`config.mk`:
```
export PLATFORM = sky130hd
export DESIGN_NAME = tmds_channel_receiver
export DESIGN_NICKNAME = d
export VERILOG_FILES = /design/src/rtl/tmds_channel_receiver.sv
export SDC_FILE = /design/constraint.sdc
export NUM_CORES = 1
export LEC_CHECK = 0
export CAP_MARGIN = 15
export CORE_MARGIN = 3
export CORE_UTILIZATION = 60
export CTS_CLUSTER_DIAMETER = 120
export CTS_CLUSTER_SIZE = 20
export DETAILED_ROUTE_END_ITERATION = 12
export PLACE_DENSITY_LB_ADDON = 0.05
export SYNTH_ARGS = -nofsm -noshare
export SYNTH_HDL_FRONTEND = slang
export SYNTH_SLANG_ARGS = --single-unit
```
`constraint.sdc`:
```
create_clock -name clk_pixel -period 4.8 [get_ports clk_pixel]
set_input_delay 1.2 -clock clk_pixel [delete_from_list [all_inputs] [get_ports clk_pixel]]
set_output_delay 1.2 -clock clk_pixel [all_outputs]
set_load 0.01 [all_outputs]
```
`src/rtl/tmds_channel_receiver.sv`:
```
// TMDS per-channel receiver: finds word alignment by counting runs of control
// tokens at one bit offset, then decodes aligned words into de / ctrl / data.
module tmds_channel_receiver #(
  parameter int LOCK_RUN      = 8,
  parameter int SEARCH_WINDOW = 1024
) (
  input  logic       clk_pixel,
  input  logic       reset_n,
  input  logic [9:0] rx_word,
  input  logic       resync,
  output logic       de,
  output logic [1:0] ctrl,
  output logic [7:0] data,
  output logic       locked,
  output logic [3:0] offset
);

  localparam int RUN_W = (LOCK_RUN > 1) ? $clog2(LOCK_RUN + 1) : 1;
  localparam int TMO_W = (SEARCH_WINDOW > 2) ? $clog2(SEARCH_WINDOW) : 1;
  localparam logic [RUN_W-1:0] RUN_LAST = RUN_W'(LOCK_RUN - 1);
  localparam logic [TMO_W-1:0] TMO_LAST = TMO_W'(SEARCH_WINDOW - 1);

  typedef enum logic {
    SEARCH = 1'b0,
    LOCKED = 1'b1
  } state_t;

  state_t           state_reg, state_next;
  logic [RUN_W-1:0] run_reg, run_next;
  logic [TMO_W-1:0] tmo_reg, tmo_next;
  logic [3:0]       offset_reg, offset_next, offset_inc;

  logic [9:0]       prev_reg;
  logic [9:0]       q_reg;
  logic [19:0]      window;
  logic [9:0]       cand [10];
  logic [9:0]       aligned;

  logic             is_token;
  logic [1:0]       tok_ctrl;
  logic [7:0]       d_word;
  logic [7:0]       dec_byte;

  logic             de_reg;
  logic [1:0]       ctrl_reg;
  logic [7:0]       data_reg;

  // Two consecutive raw words cover every possible 10-bit alignment.
  assign window = {rx_word, prev_reg};

  generate
    for (genvar gi = 0; gi < 10; gi++) begin : g_cand
      assign cand[gi] = window[gi + 9 : gi];
    end
  endgenerate

  assign aligned    = (offset_reg < 4'd10) ? cand[offset_reg] : cand[0];
  assign offset_inc = (offset_reg == 4'd9) ? 4'd0 : offset_reg + 4'd1;

  always_comb begin
    is_token = 1'b1;
    tok_ctrl = 2'b00;
    case (q_reg)
      10'b1101010100: tok_ctrl = 2'b00;
      10'b0010101011: tok_ctrl = 2'b01;
      10'b0101010100: tok_ctrl = 2'b10;
      10'b1010101011: tok_ctrl = 2'b11;
      default:        is_token = 1'b0;
    endcase
  end

  // Undo the optional inversion, then the XOR / XNOR transition chain.
  assign d_word      = q_reg[9] ? ~q_reg[7:0] : q_reg[7:0];
  assign dec_byte[0] = d_word[0];

  generate
    for (genvar gi = 1; gi < 8; gi++) begin : g_dec
      assign dec_byte[gi] = q_reg[8] ? (d_word[gi] ^ d_word[gi-1])
                                     : ~(d_word[gi] ^ d_word[gi-1]);
    end
  endgenerate

  always_comb begin
    state_next  = state_reg;
    run_next    = run_reg;
    tmo_next    = tmo_reg;
    offset_next = offset_reg;
    if (resync) begin
      state_next  = SEARCH;
      run_next    = '0;
      tmo_next    = '0;
      offset_next = offset_inc;
    end else begin
      case (state_reg)
        SEARCH: begin
          if (is_token) begin
            tmo_next = '0;
            if (run_reg == RUN_LAST) begin
              state_next = LOCKED;
              run_next   = '0;
            end else begin
              run_next = run_reg + RUN_W'(1);
            end
          end else if (tmo_reg == TMO_LAST) begin
            offset_next = offset_inc;
            run_next    = '0;
            tmo_next    = '0;
          end else begin
            run_next = '0;
            tmo_next = tmo_reg + TMO_W'(1);
          end
        end
        LOCKED: begin
          if (is_token) begin
            tmo_next = '0;
          end else if (tmo_reg == TMO_LAST) begin
            state_next  = SEARCH;
            offset_next = offset_inc;
            run_next    = '0;
            tmo_next    = '0;
          end else begin
            tmo_next = tmo_reg + TMO_W'(1);
          end
        end
        default: state_next = SEARCH;
      endcase
    end
  end

  always_ff @(posedge clk_pixel or negedge reset_n) begin
    if (!reset_n) begin
      state_reg  <= SEARCH;
      run_reg    <= '0;
      tmo_reg    <= '0;
      offset_reg <= 4'd0;
      prev_reg   <= 10'd0;
      q_reg      <= 10'd0;
      de_reg     <= 1'b0;
      ctrl_reg   <= 2'b00;
      data_reg   <= 8'h00;
    end else begin
      state_reg  <= state_next;
      run_reg    <= run_next;
      tmo_reg    <= tmo_next;
      offset_reg <= offset_next;
      prev_reg   <= rx_word;
      q_reg      <= aligned;
      // Gate on the pre-update state so the locking token itself stays hidden.
      de_reg     <= (state_reg == LOCKED) && !is_token;
      ctrl_reg   <= ((state_reg == LOCKED) && is_token) ? tok_ctrl : 2'b00;
      data_reg   <= ((state_reg == LOCKED) && !is_token) ? dec_byte : 8'h00;
    end
  end

  assign de     = de_reg;
  assign ctrl   = ctrl_reg;
  assign data   = data_reg;
  assign locked = (state_reg == LOCKED);
  assign offset = offset_reg;

endmodule

```
### Yosys cells after proc, flatten, opt, wreduce, memory -nomap -nowiden

Index checks and enable logic that the tools add are counted.

* register bits: 50
* input bits: 13
* output and inout bits: 16

* $add $sub $neg: 3
* $lt $le $gt $ge: 2
* equality and inequality tests: 10
* muxes and demuxes: 35
* bitwise logic cells: 17
* reduce and logical (&&, ||, !) cells: 7

Operators by type and width (number)
* 10-bit 2-to-1 mux: 6
* 10-bit binary-select mux with 4-bit select: 1
* 4-bit 2-to-1 mux: 9
* 10-bit equality test (second input constant): 3
* 8-bit 2-to-1 mux: 2
* 1-bit 2-to-1 mux: 13
* 10-bit by 1-bit adder with 10-bit output (second input constant): 1
* 10-bit by 8-bit equality test with 1-bit output (second input constant): 1
* 10-bit by 9-bit equality test with 1-bit output (second input constant): 1
* 4-bit by 1-bit adder with 4-bit output (second input constant): 2
* 1-bit NOT: 8
* 8-bit NOT: 1
* 4-bit one-hot mux with 2 select lines: 1
* 1-bit XOR: 7
* 2-bit one-hot mux with 3 select lines: 1
* 5-bit greater-or-equal comparator (second input constant): 1
* 4-bit NOT with 5-bit output: 1
* 4-bit by 3-bit equality test with 1-bit output (second input constant): 1
* 4-bit equality test (second input constant): 1
* 4-bit < comparator (second input constant): 1
* 2-bit AND reduction: 2
* 4-bit OR reduction: 1
* 3-bit by 2-bit != test with 1-bit output (second input constant): 1
* 3-bit != test (second input constant): 1
* other kinds (6): 7

### Depth between registers and ports, before layout

Gate-level depths: netlist (run 1).

* depth in word-level cells: 6
* mapped depth: 8
* depth with buffers taken out: 7

### Worst setup path before layout (run 1)

Ideal clock, no wire load.

* path type: input to register
* start: input rx_word[2]
* end: register q_reg[9]
* setup time: 0.137 ns
* arrival time: 1.924 ns
* data required time: 4.663 ns
* setup slack: 2.739 ns
* cell stages on the path: 5
* path buffers: 0
* path through: mux2_2 -> mux2i_1 -> nor2_1 -> a211oi_1 -> a21oi_1

* cells in the longest elaborated chain, start to end: 4

Ends and longest elaborated chain
* from (decl): RTL line 9 `input logic [9:0] rx_word,`
* 10-bit binary-select mux with 4-bit select: RTL line 57 `assign aligned = (offset_reg < 4'd10) ? cand[offset_reg] : cand[0];`
* 10-bit 2-to-1 mux (not written as such) (2 in series): RTL line 57
* 10-bit 2-to-1 mux: RTL line 57
* net aligned[9]: RTL line 37 `logic [9:0] aligned;`
* to (signal assigned): RTL line 147 `q_reg <= aligned;`
* to (decl): RTL line 34 `logic [9:0] q_reg;`

The timed path passes the listed nets, and every way through them passes these cells. The select of a mux whose other input is x is not followed.
A chain may end at the register's enable or synchronous reset.

### Worst setup path in the final report (run 1)

* start: register offset_reg[1], in the netlist offset[1]
* end: output offset[1]

RTL lines
* from (decl): RTL line 31 `logic [3:0] offset_reg, offset_next, offset_inc;`
* from (signal assigned): RTL line 145 `offset_reg <= offset_next;`
* to (decl): RTL line 15 `output logic [3:0] offset`

No word-level cell between the ends.

==> impl_metrics.tcl, run 1 <==
set metrics [dict create \
    cts_sinks 50 \
    ctsResizeCount 0 \
    finalNetCount 313 \
    syn_area_mm2 0.00280 \
    die_y_um 74.3 \
    synth_ff_type "dfrtp_1" \
    min_delay_worst_endpoint "tmo_reg[0]$_DFF_PN0_" \
    core_mm2 0.00444 \
    place.gp.congestion 0.826 \
    synthArstFlopShare_pct 100 \
    portBuffers 28 \
    insertedDiodeCount 0 \
    layout_setup_ws_ns 1.73 \
    syn_nets 291 \
    min_period_over_period_pct 64.1 \
    timing.fmax_ghz 0.325 \
    antenna_found_initial 0 \
    ys_seq_area_share_pct 44.7 \
    slowest_delay_ns 0.89 \
    netlist_instances 270 \
    layout_min_cycle_time_ns 3.07 \
    hold_buffers 0 \
    fp.dieArea_mm2 0.00552 \
    p_leak_nw 1.39 \
    antenna_left 0 \
    synth_seq_cells 50 \
    worstSkewPairLatency_ns 0.30 \
    overflow 0 \
    p_per_area_mw_per_mm2 508 \
    synth_cell_types 47 \
    endpoint_kind "output port" \
    worstHoldStart "tmo_reg[0]$_DFF_PN0_" \
    syn2layout_area_growth_pct 13.9 \
    ir_drop_uv 363 \
    wire_per_inst_um 14.6 \
    yosys.area.top_type_share_pct 44.7 \
    grt_pass1_wl_mm 8.51 \
    setup_viol 0 \
    setup_tns_ns 0 \
    total_power_mw 1.62 \
    viasPerCell 5.82 \
    r2r_slack_ns 2.69 \
    required_ns 3.60 \
    hold_class "flop to flop" \
    dp_hpwl_mm 3.74 \
    grt_max_degree 51 \
    yosys_warnings 0 \
    cp-start-kind "flop" \
    path_max_fanout 22 \
    mostFrequentLayoutCell "dfrtp_1" \
    grt_pass1_vias 1855 \
    dp_slack_ns 2.07 \
    crit_arrival_ns 1.87 \
    num_vias 2009 \
    die_x_um 74.3 \
    synth-edff-count 0 \
    path_clk_slew_ns 0.09 \
    cts_buffers 5 \
    reg2reg_from "offset[1]$_DFFE_PN0P_" \
    cts_tree "done" \
    drcViolationCount 0 \
    postCtsSetupBuffers 0 \
    status "finished clean" \
    timing.slew.headroom_pct 34.3 \
    maxCapViolCount 0 \
    start_util_pct 63.0 \
    rsz0062_at_grt "no" \
    finalHoldViolCount 0 \
    cts.path.max_buffers 2 \
    crit_path_top_delay_cell "dfrtp_1" \
    drive_above_1_share_pct 13.0 \
    design.portCount 29 \
    criticalPathCategory "flop to output port" \
    avgSynthCellArea_um2 10.4 \
    cp_top_family "flip-flops" \
    r2r-end "q_reg[5]$_DFF_PN0_" \
    slew_viol_final 0 \
    num_rows 24 \
    synthTopCellsByArea "dfrtp_1 (45%), mux2i_1 (7.9%), xnor2_1 (5.3%)" \
    first_pass_iters 4 \
    yosys.area.top_type "dfrtp_1" \
    cts-root-buf "clkbuf_8" \
    tightest_slew_ns 0.981 \
    r2r_cells 3 \
    grt_usage_pct 19.8 \
    crit_chain "clkdlybuf4s50_1" \
    fin_worst_skew_ns 0.00478 \
    wl_mm 5.05 \
    hold_depth 1 \
    final_cell_mix "dfrtp_1 (50), clkdlybuf4s50_1 (27), nor2_1 (22), mux2i_1 (22), nand2_1 (22)" \
    h-tree-depth 2 \
    worstPathBufferInverterCount 1 \
    drt-initial-drc-count 91 \
]
==> layer usage <==
layer / wire length (um) / GRT usage, % / vias up
li1: - / - / 984
met3: 260 / 4.05 / 5
met1: 2270 / 27.4 / 958
met4: 38 / 4.35 / 0
met5: 0 / 0 / -
met2: 2480 / 32.5 / 62
==> where the power goes <==
group / switching (mW) / internal, mW
sequential: 0.133 / 0.491
clock: 0.131 / 0.156
combinational: 0.343 / 0.367
==> kinds of logic (layout without fill, tap and decap cells) <==
| logic type | after synthesis | count (layout) | share of synthesized area [%] |
|---|---|---|---|
| AOI/OAI and AO/OA | 44 | 44 | 10.0 |
| adders and majority gates | 8 | 8 | 3.57 |
| DFF | 50 | 50 | 44.7 |
| and+or+nand+nor | 88 | 88 | 16.7 |
| muxes | 33 | 33 | 13.9 |
| xor gates and xnor gates | 22 | 22 | 6.88 |
| buffers and inverters | 25 | 48 | 4.33 |
==> stage by stage <==
stage	instances	utilization (%)	hold slack (ns)	instance area, um^2
after floorplan	270	-	0.458	2800
after global placement	336	69.0	0.480	3070
after detailed placement	336	69.0	0.484	3070
after CTS	344	71.4	0.498	3170
after global routing	345	71.8	0.521	3190
final	345	71.8	0.497	3190
==> how the worst max path moves through the flow <==
stage / startpoint / to / slack [ns] / cells after the start
after CTS: offset[1]$_DFFE_PN0P_ / offset[1] / 1.71 / 1
final: offset[1]$_DFFE_PN0P_ / offset[1] / 1.73 / 1
after detailed placement: rx_word[0] / q_reg[3]$_DFF_PN0_ / 2.07 / 6
after floorplan: rx_word[2] / q_reg[9]$_DFF_PN0_ / 2.74 / 5
after global routing: offset[1]$_DFFE_PN0P_ / offset[1] / 1.62 / 1
after global placement: rx_word[0] / q_reg[7]$_DFF_PN0_ / 2.06 / 6
==> Yosys cell counts (2+ instances only) <==
| master | n |
|---|---|
| nand3_1 | 6 |
| dfrtp_1 | 50 |
| xor2_1 | 5 |
| nand3_2 | 3 |
| a21oi_1 | 11 |
| mux2i_1 | 22 |
| buf_6 | 2 |
| nor2_2 | 9 |
| and2_1 | 2 |
| ha_1 | 8 |
| and3_1 | 3 |
| nand2_1 | 22 |
| buf_4 | 2 |
| nor2_1 | 22 |
| nor3_1 | 4 |
| or3_1 | 2 |
| clkbuf_1 | 7 |
| nand3b_1 | 4 |
| xnor2_1 | 17 |
| a311oi_1 | 2 |
| nand2_2 | 2 |
| inv_1 | 10 |
| o21ai_0 | 15 |
| a211oi_1 | 5 |
| mux2_2 | 7 |
| mux4_2 | 4 |
| buf_2 | 4 |
==> area by class of cell <==
class	instances	area (um^2)
fill	340	1250
clock buffer	7	76.3
sequential	50	1250
multi-input combinational	195	1430
tap	52	65.1
inverter	10	37.5
timing repair buffer	30	303
clock inverter	1	30.0
(Power assumes the default switching activity.)
==> inputs of run 2 (changes only) <==
- CORE_UTILIZATION: 60 -> 57
- clock period: 4.8 -> 3.01 ns (I/O delays scaled with it)
==> run 2 against run 1 <==
  * Clock skew hardly changed
  * Register-to-register slack lost 1.8 ns
  * Sequential share of layout area down 0.32 points
  * Sequential power increased by 57%
  * Power is 63% higher
  * Critical path depth unchanged
  * Clock power rose by 61%
  * Global-route usage up 0.72 points
  * Core utilization decreased by 0.85 points
  * Count of clock-buffer cells in the layout did not move
  * Worst hold slack worse by 0.13 ns
==> impl_metrics.tcl, run 2 (synthesis results as in run 1) <==
set metrics [dict create \
    status "finished clean" \
    hold_buffers 0 \
    drt-initial-drc-count 125 \
    placed_area_mm2 0.00311 \
    fin_worst_skew_ns 0.00496 \
    postCtsSetupBuffers 0 \
    overflow 0 \
    grt_pass1_vias 1992 \
    p_leak_nw 1.40 \
    cp.depth 1 \
    antenna_found_initial 0 \
    r2r-end "q_reg[3]$_DFF_PN0_" \
    mostFrequentLayoutCell "dfrtp_1" \
    p_per_area_mw_per_mm2 820 \
    hold_class "input port to async pin" \
    crit_chain "clkdlybuf4s50_1" \
    worstSkewPairLatency_ns 0.30 \
    grt_usage_pct 20.5 \
    ctsResizeCount 0 \
    cts_sinks 50 \
    r2r_slack_ns 0.92 \
    worstSetupStartpoint "offset[1]$_DFFE_PN0P_" \
    start_util_pct 61.8 \
    h-tree-depth 2 \
    cts-root-buf "clkbuf_8" \
    drcViolationCount 0 \
    drive_above_1_share_pct 13.9 \
    cp-start-kind "flop" \
    r2r_cells 6 \
    antenna_left 0 \
    reg2reg_from "offset[1]$_DFFE_PN0P_" \
    endpoint_kind "output port" \
    die_y_um 76.1 \
    slowest_delay_ns 0.71 \
    timing.slew.headroom_pct 61.7 \
    design_area_mm2 0.00322 \
    required_ns 2.26 \
    path_clk_slew_ns 0.09 \
    min_period_over_period_pct 80.4 \
    dp_hpwl_mm 3.96 \
    path_max_fanout 13 \
    timing.fmax_ghz 0.413 \
    hold-worst-slack_ns 0.368 \
    viasPerCell 5.57 \
    endpoint "offset[1]" \
    insertedDiodeCount 0 \
    layout_setup_ws_ns 0.590 \
    crit_arrival_ns 1.67 \
    num_rows 24 \
    fp.dieArea_mm2 0.00579 \
    die_x_um 76.1 \
    cts.path.max_buffers 2 \
    crit_path_top_delay_cell "dfrtp_1" \
    fillers 351 \
    design.portCount 29 \
    num_vias 2009 \
    dp_slack_ns 0.643 \
    total_power_mw 2.64 \
    cts_buffers 5 \
    wire_per_inst_um 14.9 \
    core_mm2 0.00453 \
    finalNetCount 316 \
    tightest_slew_ns 0.574 \
    rsz0062_at_grt "no" \
    setup_tns_ns 0 \
    grt_max_degree 32 \
    first_pass_iters 4 \
    finalHoldViolCount 0 \
    syn2layout_area_growth_pct 14.9 \
    place.gp.congestion 0.879 \
    wl_mm 5.38 \
    final_cell_mix "dfrtp_1 (50), clkdlybuf4s50_1 (27), nor2_1 (22), mux2i_1 (22), nand2_1 (22)" \
    cp_top_family "flip-flops" \
    slew_viol_final 0 \
    portBuffers 28 \
    setup_viol 0 \
    worstPathBufferInverterCount 1 \
    criticalPathCategory "flop to output port" \
    grt_pass1_wl_mm 9.60 \
    cts_tree "done" \
    ir_drop_uv 585 \
    layout_min_cycle_time_ns 2.42 \
    maxCapViolCount 0 \
]
==> run 2: cell types whose count changed in the layout (fill, tap and decap cells not counted) <==
cell | previous run | this run
buf_4 | 1 | 5
buf_12 | 1 | 0
==> run 2: report_power, final <==
group          internal (mW)  total, mW  switching (mW)  leakage, nW
Clock                  0.249      0.463           0.215       0.0524
Sequential             0.783      0.978           0.195        0.641
Combinational          0.606       1.20           0.590        0.703
Total                   1.64       2.64            1.00         1.40
==> run 2: metal layers <==
layer	global-route usage (%)	part of all wire [%]	vias up
met4	6.88	1.5	0
met3	5.20	4.6	8
met1	29.0	47	953
li1	-	-	992
met5	0	0	-
met2	31.0	47	56
==> run 2: worst min path at each step <==
stage / depth (start not counted) / slack (ns) / to
2_1_floorplan: 0 / 0.46 / ctrl[0]$_DFF_PN0_
3_3_place_gp: 1 / 0.49 / tmo_reg[0]$_DFF_PN0_
3_5_place_dp: 1 / 0.48 / tmo_reg[0]$_DFF_PN0_
4_1_cts: 1 / 0.38 / de$_DFF_PN0_
5_1_grt: 1 / 0.39 / de$_DFF_PN0_
6_report: 1 / 0.37 / de$_DFF_PN0_
==> run 2: final cells by class <==
class                      count  area [um^2]  area share [%]
clock buffer                   7         76.3            2.37
timing repair buffer          33          313            9.72
multi-input combinational    195         1430            44.4
clock inverter                 1         30.0           0.933
inverter                      10         37.5            1.17
sequential                    50         1250            38.9
tap                           65         81.3            2.53
==> run 2: per-stage QoR <==
step | utilization (%) | cells
global route | 71.0 | 361
CTS | 71.0 | 361
floorplan | - | 270
global placement | 68.6 | 353
finish | 71.0 | 361
detailed placement | 68.6 | 353
